$ cat config.mk
export PLATFORM = sky130hd
export DESIGN_NAME = mac_job_sched
export DESIGN_NICKNAME = d
export VERILOG_FILES = /design/src/rtl/mac_job_sched.sv
export SDC_FILE = /design/constraint.sdc
export NUM_CORES = 1
export LEC_CHECK = 0
export BUFFER_PORTS_ARGS = -buffer_cell sky130_fd_sc_hd__buf_4
export CORE_UTILIZATION = 50
export DETAILED_ROUTE_END_ITERATION = 6
export GPL_ROUTABILITY_DRIVEN = 0
export PLACE_DENSITY = 0.86
export SYNTH_ARGS = -nofsm -noshare
export SYNTH_HDL_FRONTEND = slang
export SYNTH_SLANG_ARGS = --single-unit
$ cat constraint.sdc
create_clock -name ap_clk -period 2.59 [get_ports ap_clk]
set_input_delay 0.777 -clock ap_clk [delete_from_list [all_inputs] [get_ports ap_clk]]
set_output_delay 0.777 -clock ap_clk [all_outputs]
set_load 0.05 [all_outputs]
$ cat src/rtl/mac_job_sched.sv
// Job scheduler and configuration sequencer for the streaming MAC datapath.
// Define MAC_SCHED_PERF_EN to build the RUN-cycle performance counter; otherwise perf_cycles_o is 0.
module mac_job_sched #(
    parameter int  CMD_DEPTH   = 2,
    parameter int  MAC_CNT_LEN = 4096,
    parameter int  NOUT_W      = 16,
    localparam int LEN_W       = $clog2(MAC_CNT_LEN)
) (
    input  logic              ap_clk,
    input  logic              ap_rst_n,
    input  logic              clear_i,
    input  logic              cmd_TVALID,
    output logic              cmd_TREADY,
    input  logic              cmd_simple_mul,
    input  logic [4:0]        cmd_shift,
    input  logic [LEN_W-1:0]  cmd_len,
    input  logic [NOUT_W-1:0] cmd_nout,
    output logic              mac_reg_simple_mul,
    output logic [4:0]        mac_reg_shift,
    output logic [LEN_W-1:0]  mac_reg_len,
    input  logic              mac_d_TVALID,
    input  logic              mac_d_TREADY,
    output logic              stream_en_o,
    output logic              busy_o,
    output logic              done_o,
    output logic              err_o,
    output logic [15:0]       job_cnt_o,
    output logic [31:0]       perf_cycles_o
);
    localparam int AW = $clog2(CMD_DEPTH);
    localparam int DW = 1 + 5 + LEN_W + NOUT_W;
    localparam logic [AW:0]       PTR_ZERO  = {(AW+1){1'b0}};
    localparam logic [AW:0]       PTR_ONE   = {{AW{1'b0}}, 1'b1};
    localparam logic [NOUT_W-1:0] NOUT_ZERO = {NOUT_W{1'b0}};
    localparam logic [NOUT_W-1:0] NOUT_ONE  = {{(NOUT_W-1){1'b0}}, 1'b1};

    typedef enum logic [1:0] {
        ST_IDLE = 2'd0,
        ST_LOAD = 2'd1,
        ST_RUN  = 2'd2,
        ST_DONE = 2'd3
    } state_t;

    state_t              state_r, state_nx_s;
    logic [DW-1:0]       mem_r [CMD_DEPTH];
    logic [AW:0]         wr_ptr_r, rd_ptr_r, wr_ptr_nx_s, rd_ptr_nx_s;
    logic                fifo_empty_s, fifo_full_s, push_s, pop_s, hs_s, last_hs_s, busy_nx_s;
    logic                head_mul_s;
    logic [4:0]          head_shift_s;
    logic [LEN_W-1:0]    head_len_s;
    logic [NOUT_W-1:0]   head_nout_s;
    logic [NOUT_W-1:0]   nout_r, out_cnt_r;
    logic                mul_r, stream_en_r, busy_r, done_r, err_r;
    logic [4:0]          shift_r;
    logic [LEN_W-1:0]    len_r;
    logic [15:0]         job_cnt_r;

    // Pointers carry one wrap bit so full and empty are distinguishable.
    assign fifo_empty_s = (wr_ptr_r == rd_ptr_r);
    assign fifo_full_s  = (wr_ptr_r[AW] != rd_ptr_r[AW]) && (wr_ptr_r[AW-1:0] == rd_ptr_r[AW-1:0]);
    assign cmd_TREADY   = !fifo_full_s;
    assign push_s       = cmd_TVALID && !fifo_full_s && !clear_i;
    assign hs_s         = mac_d_TVALID && mac_d_TREADY;
    assign last_hs_s    = hs_s && (out_cnt_r == (nout_r - NOUT_ONE));
    assign {head_mul_s, head_shift_s, head_len_s, head_nout_s} = mem_r[rd_ptr_r[AW-1:0]];

    // Next-state, pop decision and next FIFO occupancy; clear_i overrides everything.
    always_comb begin
        state_nx_s = state_r;
        pop_s      = 1'b0;
        case (state_r)
            ST_IDLE: begin
                if (!fifo_empty_s) begin
                    pop_s      = 1'b1;
                    state_nx_s = (head_nout_s != NOUT_ZERO) ? ST_LOAD : ST_DONE;
                end else begin
                    state_nx_s = ST_IDLE;
                end
            end
            ST_LOAD: state_nx_s = ST_RUN;
            ST_RUN: begin
                if (last_hs_s) begin
                    state_nx_s = ST_DONE;
                end else begin
                    state_nx_s = ST_RUN;
                end
            end
            ST_DONE: state_nx_s = ST_IDLE;
            default: state_nx_s = ST_IDLE;
        endcase
        if (clear_i) begin
            state_nx_s  = ST_IDLE;
            pop_s       = 1'b0;
            wr_ptr_nx_s = PTR_ZERO;
            rd_ptr_nx_s = PTR_ZERO;
        end else begin
            wr_ptr_nx_s = push_s ? (wr_ptr_r + PTR_ONE) : wr_ptr_r;
            rd_ptr_nx_s = pop_s  ? (rd_ptr_r + PTR_ONE) : rd_ptr_r;
        end
        busy_nx_s = (state_nx_s != ST_IDLE) || (wr_ptr_nx_s != rd_ptr_nx_s);
    end

    // State register, FIFO pointers and descriptor storage.
    always_ff @(posedge ap_clk or negedge ap_rst_n) begin
        if (!ap_rst_n) begin
            state_r  <= ST_IDLE;
            wr_ptr_r <= PTR_ZERO;
            rd_ptr_r <= PTR_ZERO;
            for (int i = 0; i < CMD_DEPTH; i++) begin
                mem_r[i] <= {DW{1'b0}};
            end
        end else begin
            state_r  <= state_nx_s;
            wr_ptr_r <= wr_ptr_nx_s;
            rd_ptr_r <= rd_ptr_nx_s;
            if (push_s) begin
                mem_r[wr_ptr_r[AW-1:0]] <= {cmd_simple_mul, cmd_shift, cmd_len, cmd_nout};
            end
        end
    end

    // Job configuration latched on pop; output-handshake counter for the running job.
    always_ff @(posedge ap_clk or negedge ap_rst_n) begin
        if (!ap_rst_n) begin
            mul_r     <= 1'b0;
            shift_r   <= 5'd0;
            len_r     <= {LEN_W{1'b0}};
            nout_r    <= NOUT_ZERO;
            out_cnt_r <= NOUT_ZERO;
        end else begin
            if (pop_s) begin
                mul_r   <= head_mul_s;
                shift_r <= head_shift_s;
                len_r   <= head_len_s;
                nout_r  <= head_nout_s;
            end
            if (state_r == ST_LOAD) begin
                out_cnt_r <= NOUT_ZERO;
            end else if ((state_r == ST_RUN) && hs_s) begin
                out_cnt_r <= out_cnt_r + NOUT_ONE;
            end
        end
    end

    // Registered status outputs; an error job is one that enters DONE straight from IDLE.
    always_ff @(posedge ap_clk or negedge ap_rst_n) begin
        if (!ap_rst_n) begin
            stream_en_r <= 1'b0;
            busy_r      <= 1'b0;
            done_r      <= 1'b0;
            err_r       <= 1'b0;
            job_cnt_r   <= 16'd0;
        end else begin
            stream_en_r <= (state_nx_s == ST_RUN);
            busy_r      <= busy_nx_s;
            done_r      <= (state_nx_s == ST_DONE);
            err_r       <= (state_nx_s == ST_DONE) && (state_r == ST_IDLE);
            if ((state_nx_s == ST_DONE) && (state_r == ST_RUN)) begin
                job_cnt_r <= job_cnt_r + 16'd1;
            end
        end
    end

`ifdef MAC_SCHED_PERF_EN
    logic [31:0] perf_cnt_r, perf_run_s, perf_cycles_r;
    assign perf_run_s = (perf_cnt_r == 32'hFFFF_FFFF) ? perf_cnt_r : (perf_cnt_r + 32'd1);

    // RUN-cycle counter, snapshotted on DONE entry (includes the final RUN cycle).
    always_ff @(posedge ap_clk or negedge ap_rst_n) begin
        if (!ap_rst_n) begin
            perf_cnt_r    <= 32'd0;
            perf_cycles_r <= 32'd0;
        end else begin
            if (state_r == ST_LOAD) begin
                perf_cnt_r <= 32'd0;
            end else if (state_r == ST_RUN) begin
                perf_cnt_r <= perf_run_s;
            end
            if (state_nx_s == ST_DONE) begin
                perf_cycles_r <= (state_r == ST_RUN) ? perf_run_s : 32'd0;
            end
        end
    end
    assign perf_cycles_o = perf_cycles_r;
`else
    assign perf_cycles_o = 32'd0;
`endif

    assign mac_reg_simple_mul = mul_r;
    assign mac_reg_shift      = shift_r;
    assign mac_reg_len        = len_r;
    assign stream_en_o        = stream_en_r;
    assign busy_o             = busy_r;
    assign done_o             = done_r;
    assign err_o              = err_r;
    assign job_cnt_o          = job_cnt_r;

endmodule

-- Yosys cells after proc, flatten, opt, wreduce, memory -nomap -nowiden
Cells that the tools add are included.
- register bits after elaboration: 144
- input port bits: 40
- output and inout bits: 71
- word-level logic and storage cells: 71
- add/sub/neg operators: 5
- order comparisons: 3
- equality and inequality tests: 10
- multiplexer cells: 20
- bitwise gates (word level): 2
- reduce and logical (&&, ||, !) cells: 16
- operators with widths (kind ; number):
    34-bit 2-to-1 mux ; 4
    68-bit bitwise mux ; 1
    34-bit demux with 1-bit select ; 1
    16-bit by 1-bit adder with 16-bit output (second input constant) ; 2
    16-bit 2-to-1 mux ; 2
    16-bit == test ; 1
    16-bit nonzero test ; 1
    16-bit by 1-bit subtractor with 16-bit output (second input constant) ; 1
    2-bit 2-to-1 mux ; 7
    1-bit logical AND ; 9
    2-bit == test (second input constant) ; 4
    2-bit one-hot mux with 4 select lines ; 1
    2-bit by 1-bit adder with 2-bit output (second input constant) ; 2
    2-bit greater-or-equal comparator (second input constant) ; 2
    1-bit 2-to-1 mux ; 4
    1-bit NOT with 2-bit output ; 2
    2-bit nonzero test ; 2
    2-bit by 1-bit == test with 1-bit output (second input constant) ; 1
    2-bit == test ; 1
    1-bit zero test ; 2
    2-bit zero test ; 1
    2-bit by 1-bit < comparator with 1-bit output (second input constant) ; 1
    2-bit inequality test ; 1
    1-bit == test ; 1
    other kinds (2) ; 2

-- Longest topological paths before layout
- depth in word-level cells: 11
- gate-level depth with buffers: 11
- gate-level depth less buffers: 9

-- Worst setup path after synthesis
Ideal clock, no wire load.
- kind: register -> register
- start: reg nout_r[0]
- end: reg job_cnt_r[14] (netlist: job_cnt_o[14])
- library setup time: 82 ps
- arrival: 2643 ps
- required time: 2508 ps
- path slack: -135 ps
- stages on the path, launching flop included: 10
- path buffers: 2
- period minus slack after synthesis: 2725 ps
- cell sequence: dfrtp_1 > or4_1 > buf_2 > nor4_4 > o22ai_1 > a2111oi_2 > a41oi_1 > buf_4 > nor4_2 > xor2_1
- longest elaborated chain between the ends: 8
- ends and longest elaborated chain (what ; RTL line ; RTL):
    from (decl) ; 52 ; logic [NOUT_W-1:0] nout_r, out_cnt_r;
    from (signal assigned) ; 135 ; nout_r <= head_nout_s;
    16-bit by 1-bit subtractor with 16-bit output ; 64 ; assign last_hs_s = hs_s && (out_cnt_r == (nout_r - NOUT_ONE));
    16-bit == test ; 64 ;
    1-bit logical AND ; 64 ;
    1-bit 2-to-1 mux ; 82 ; if (last_hs_s) begin
    2-bit one-hot mux with 4 select lines ; 71 ; case (state_r)
    2-bit 2-to-1 mux ; 91 ; if (clear_i) begin
    2-bit == test ; 158 ; if ((state_nx_s == ST_DONE) && (state_r == ST_RUN)) begin
    1-bit logical AND ; 158 ;
    to (signal assigned) ; 159 ; job_cnt_r <= job_cnt_r + 16'd1;
    to (decl) ; 56 ; logic [15:0] job_cnt_r;
Every way passes these cells.
A chain may end at the register's enable or synchronous reset.

-- Worst setup path in the final report
- start: reg nout_r[0]
- end: reg job_cnt_r[0] (netlist: job_cnt_o[0])
Same word-level chain as after synthesis.

==> flow_summary_export.csv <==
group,metric,value,unit
synth,synth_seq_cells,144,
flow_run,maxCapViolations,0,
synth,yosysWarnings,0,
routing,wirelength,15500,um
pwr,ir_worst_vdd,0.992,mV
placed_design,dpl.cell_count,898,
synth,netlist.area_leader.share,51.0,%
sta,setup_slack,-194,ps
synth,netlist_area,0.00706,mm2
pwr,p_total,9.82,mW
clocking,clk_path_buf_depth,2,
critical_path,r2r_end,"job_cnt_o[0]",
status,status,"finished with violations",
sta,slew_headroom,63.2,%
hold_path,holdCritPathClass,"in2async",
synth,synth_ff_type,"dfrtp_1",
sta,fmax,359,MHz
synth,synth_edf_count,0,
routing,drt_iter0_drc,235,
pwr,powerDensity,1100,mW/mm2
critical_path,start_kind,"flip-flop",
placed_design,place_ws,-287,ps
clocking,clkLatencyLatePin,430,ps
global_routing,grt_pass1_wl,25400,um
layout,drive_above_1_share,35.5,%
global_routing,overflow,0,
layout,filler_cell_count,989,
placed_design,numPortBuffers,78,
pwr,p_leak,4.22,nW
synth,async_reset_ff_share,100,%
layout,fin_nets,794,
clocking,path_clk_slew,60,ps
critical_path,rrSetupSlack,-190,ps
sta,slew_viol_final,0,
sta,fin_skew,7.87,ps
routing,remaining_drc_errors,2,
clocking,cts_root_buf,"clkbuf_16",
sta,fin_setup_tns,-2110,ps
sta,setup_viol,19,
status,violations,"DRC, setup timing",
floorplan,core,0.0138,mm2
sta,period_minus_slack,2780,ps
layout,fin_cells,937,
clocking,cts.sinks,144,
layout,syn_to_final_growth,26.8,%
clocking,cts_tree,"done",
synth,seq_area_frac_synth,51.0,%
floorplan,die_h,121,um
global_routing,grt_pass1_vias,5082,
placed_design,dp.final_hpwl,10100,um
critical_path,cp.required,2890,ps
floorplan,fp-row-count,43,
routing,postRouteAntennaNets,0,
floorplan,die_area,0.0146,mm2
critical_path,r2r_cells,11,
critical_path,crit_path_end_kind,"flip-flop",
routing,dr_total_vias,5057,
routing,wl_per_cell,16.5,um
routing,firstDrtPassIters,7,
floorplan,fp.dieW,121,um
sta,period_share,107,%
global_routing,grt_antenna_before_repair,0,
routing,viasPerCell,5.40,
synth,synth_cell_type_count,52,
synth,synth_area_leaders,"dfrtp_1 (51%), mux2_2 (11%), mux2i_1 (5.0%)",
clocking,cts_made_buffers,17,
synth,synth_cells,633,
synth,yosysTopAreaCell,"dfrtp_1",
critical_path,critPathArrivalTime,3090,ps
floorplan,start_util,51.1,%
synth,avgSynthCellArea,11.2,um2
sta,tightest_slew,551,ps
clocking,h-tree-depth,4,
sta,rsz0062_at_grt,"yes",
critical_path,worstPathMaxFanout,6,
global_routing,grt_max_degree,56,
sta,final_hold_viol_count,0,
critical_path,r2r_start,"nout_r[0]",
layout,diodes,0,
global_routing,grt_usage,22.7,%
floorplan,ios,111,
critical_path,worst-setup-path-type,"reg2reg",
## routing by layer
| layer | global-route usage [%] | share of wire (%) | vias up |
|---|---|---|---|
| li1 | - | - | 2372 |
| met1 | 27.9 | 42 | 2510 |
| met2 | 37.0 | 50 | 146 |
| met3 | 7.26 | 5.6 | 29 |
| met4 | 9.03 | 2.3 | 0 |
| met5 | 0 | 0 | - |
## flip-flops by register name, summed over array words and instances, names as in the netlist
name,flops
out_cnt_r,16
busy_o,1
mac_reg_shift,5
mac_reg_len,12
rd_ptr_r,2
stream_en_o,1
nout_r,16
mem_r,68
done_o,1
state_r,2
wr_ptr_r,2
job_cnt_o,16
err_o,1
mac_reg_simple_mul,1
## layout make-up
class	count	area [um2]	area share [%]
flip-flops and latches	144	3600	40.3
multi-input cells	441	3390	37.8
clock buffers	18	429	4.79
well taps	180	225	2.52
repair buffers	130	1060	11.8
inverters	11	41.3	0.461
clock inverters	13	209	2.33
## cells by family after synthesis
kind of cell    synth area share [%]
compound gates                  6.22
xor+xnor                        6.45
fa+ha+maj                       1.60
buf+inv                         5.99
flops                           51.0
mux                             16.1
other cells                   0.0531
simple gates                    12.5
## how the worst max path moves through the flow
stage                 startpoint             to  slack (ps)  depth (start not counted)
floorplan              nout_r[0]   job_cnt_o[2]          -6                         10
global placement    mac_d_TVALID   job_cnt_o[8]        -230                          9
detailed placement     nout_r[1]   job_cnt_o[2]        -290                         10
CTS                    nout_r[0]   job_cnt_o[1]        -140                         10
global route           nout_r[0]  job_cnt_o[13]        -380                         10
finish                 nout_r[0]   job_cnt_o[0]        -190                         11
## what timing repair did
item | CTS | global route
pin swaps | 23 | 21
resized for setup | 21 | 25
hold buffers | 0 | 0
buffers inserted | 6 | 3
setup endpoints to repair | 20 | 21
## Yosys cell counts, types with 3 or more instances
library cell	n
dfrtp_1	144
mux2_2	70
nand2_1	58
o21ai_0	40
xor2_1	36
mux2i_1	35
nor2_1	35
buf_4	33
clkbuf_1	27
xnor2_1	16
nand3_1	12
nor3_1	12
inv_1	11
a21oi_1	9
ha_1	9
nor4_1	9
and3_1	8
buf_1	6
nand4_1	6
or3_1	5
or4_1	5
a2111oi_2	3
nand2b_1	3
nor3b_1	3
nor4_2	3
## critical path: stages (launching register included)
cell and delay (ps):
dfrtp_1 410, inv_1 70, ha_2 170, or4b_4 510
nor3_1 250, o311ai_1 190, a32oi_2 270, a41oi_4 220
nand2b_4 210, buf_4 130, buf_4 120, xnor2_1 110
## report_power, final
| group | total (mW) | internal (mW) | switching [mW] | leakage (nW) |
|---|---|---|---|---|
| Clock | 2.66 | 1.71 | 0.954 | 0.315 |
| Sequential | 3.54 | 3.01 | 0.531 | 1.81 |
| Combinational | 3.62 | 1.59 | 2.03 | 2.09 |
## cell usage in the layout (no fill, tap or decap), types with 3 or more instances in the layout
cell	count
a21oi_1	8
and3_1	8
buf_12	5
buf_4	120
buf_6	5
bufinv_16	5
clkbuf_16	17
clkinv_2	3
conb_1	32
dfrtp_1	143
ha_1	7
inv_1	11
inv_6	3
mux2_2	69
mux2i_1	35
nand2_1	56
nand3_1	12
nand4_1	6
nor2_1	32
nor3_1	7
nor3_4	4
nor4_1	8
nor4_4	4
o21ai_0	39
or3_1	5
or4_1	3
xnor2_1	16
xor2_1	36
## stage by stage
| step | utilization [%] | hold slack (ps) | area (um2) |
|---|---|---|---|
| 4_1_cts | 63.7 | 314 | 8800 |
| 3_3_place_gp | 58.0 | 466 | 8020 |
| 2_1_floorplan | - | 470 | 7210 |
| 3_5_place_dp | 58.0 | 464 | 8020 |
| 6_report | 64.7 | 296 | 8950 |
| 5_1_grt | 64.7 | 332 | 8950 |
Power figures use the tool's default switching activity.
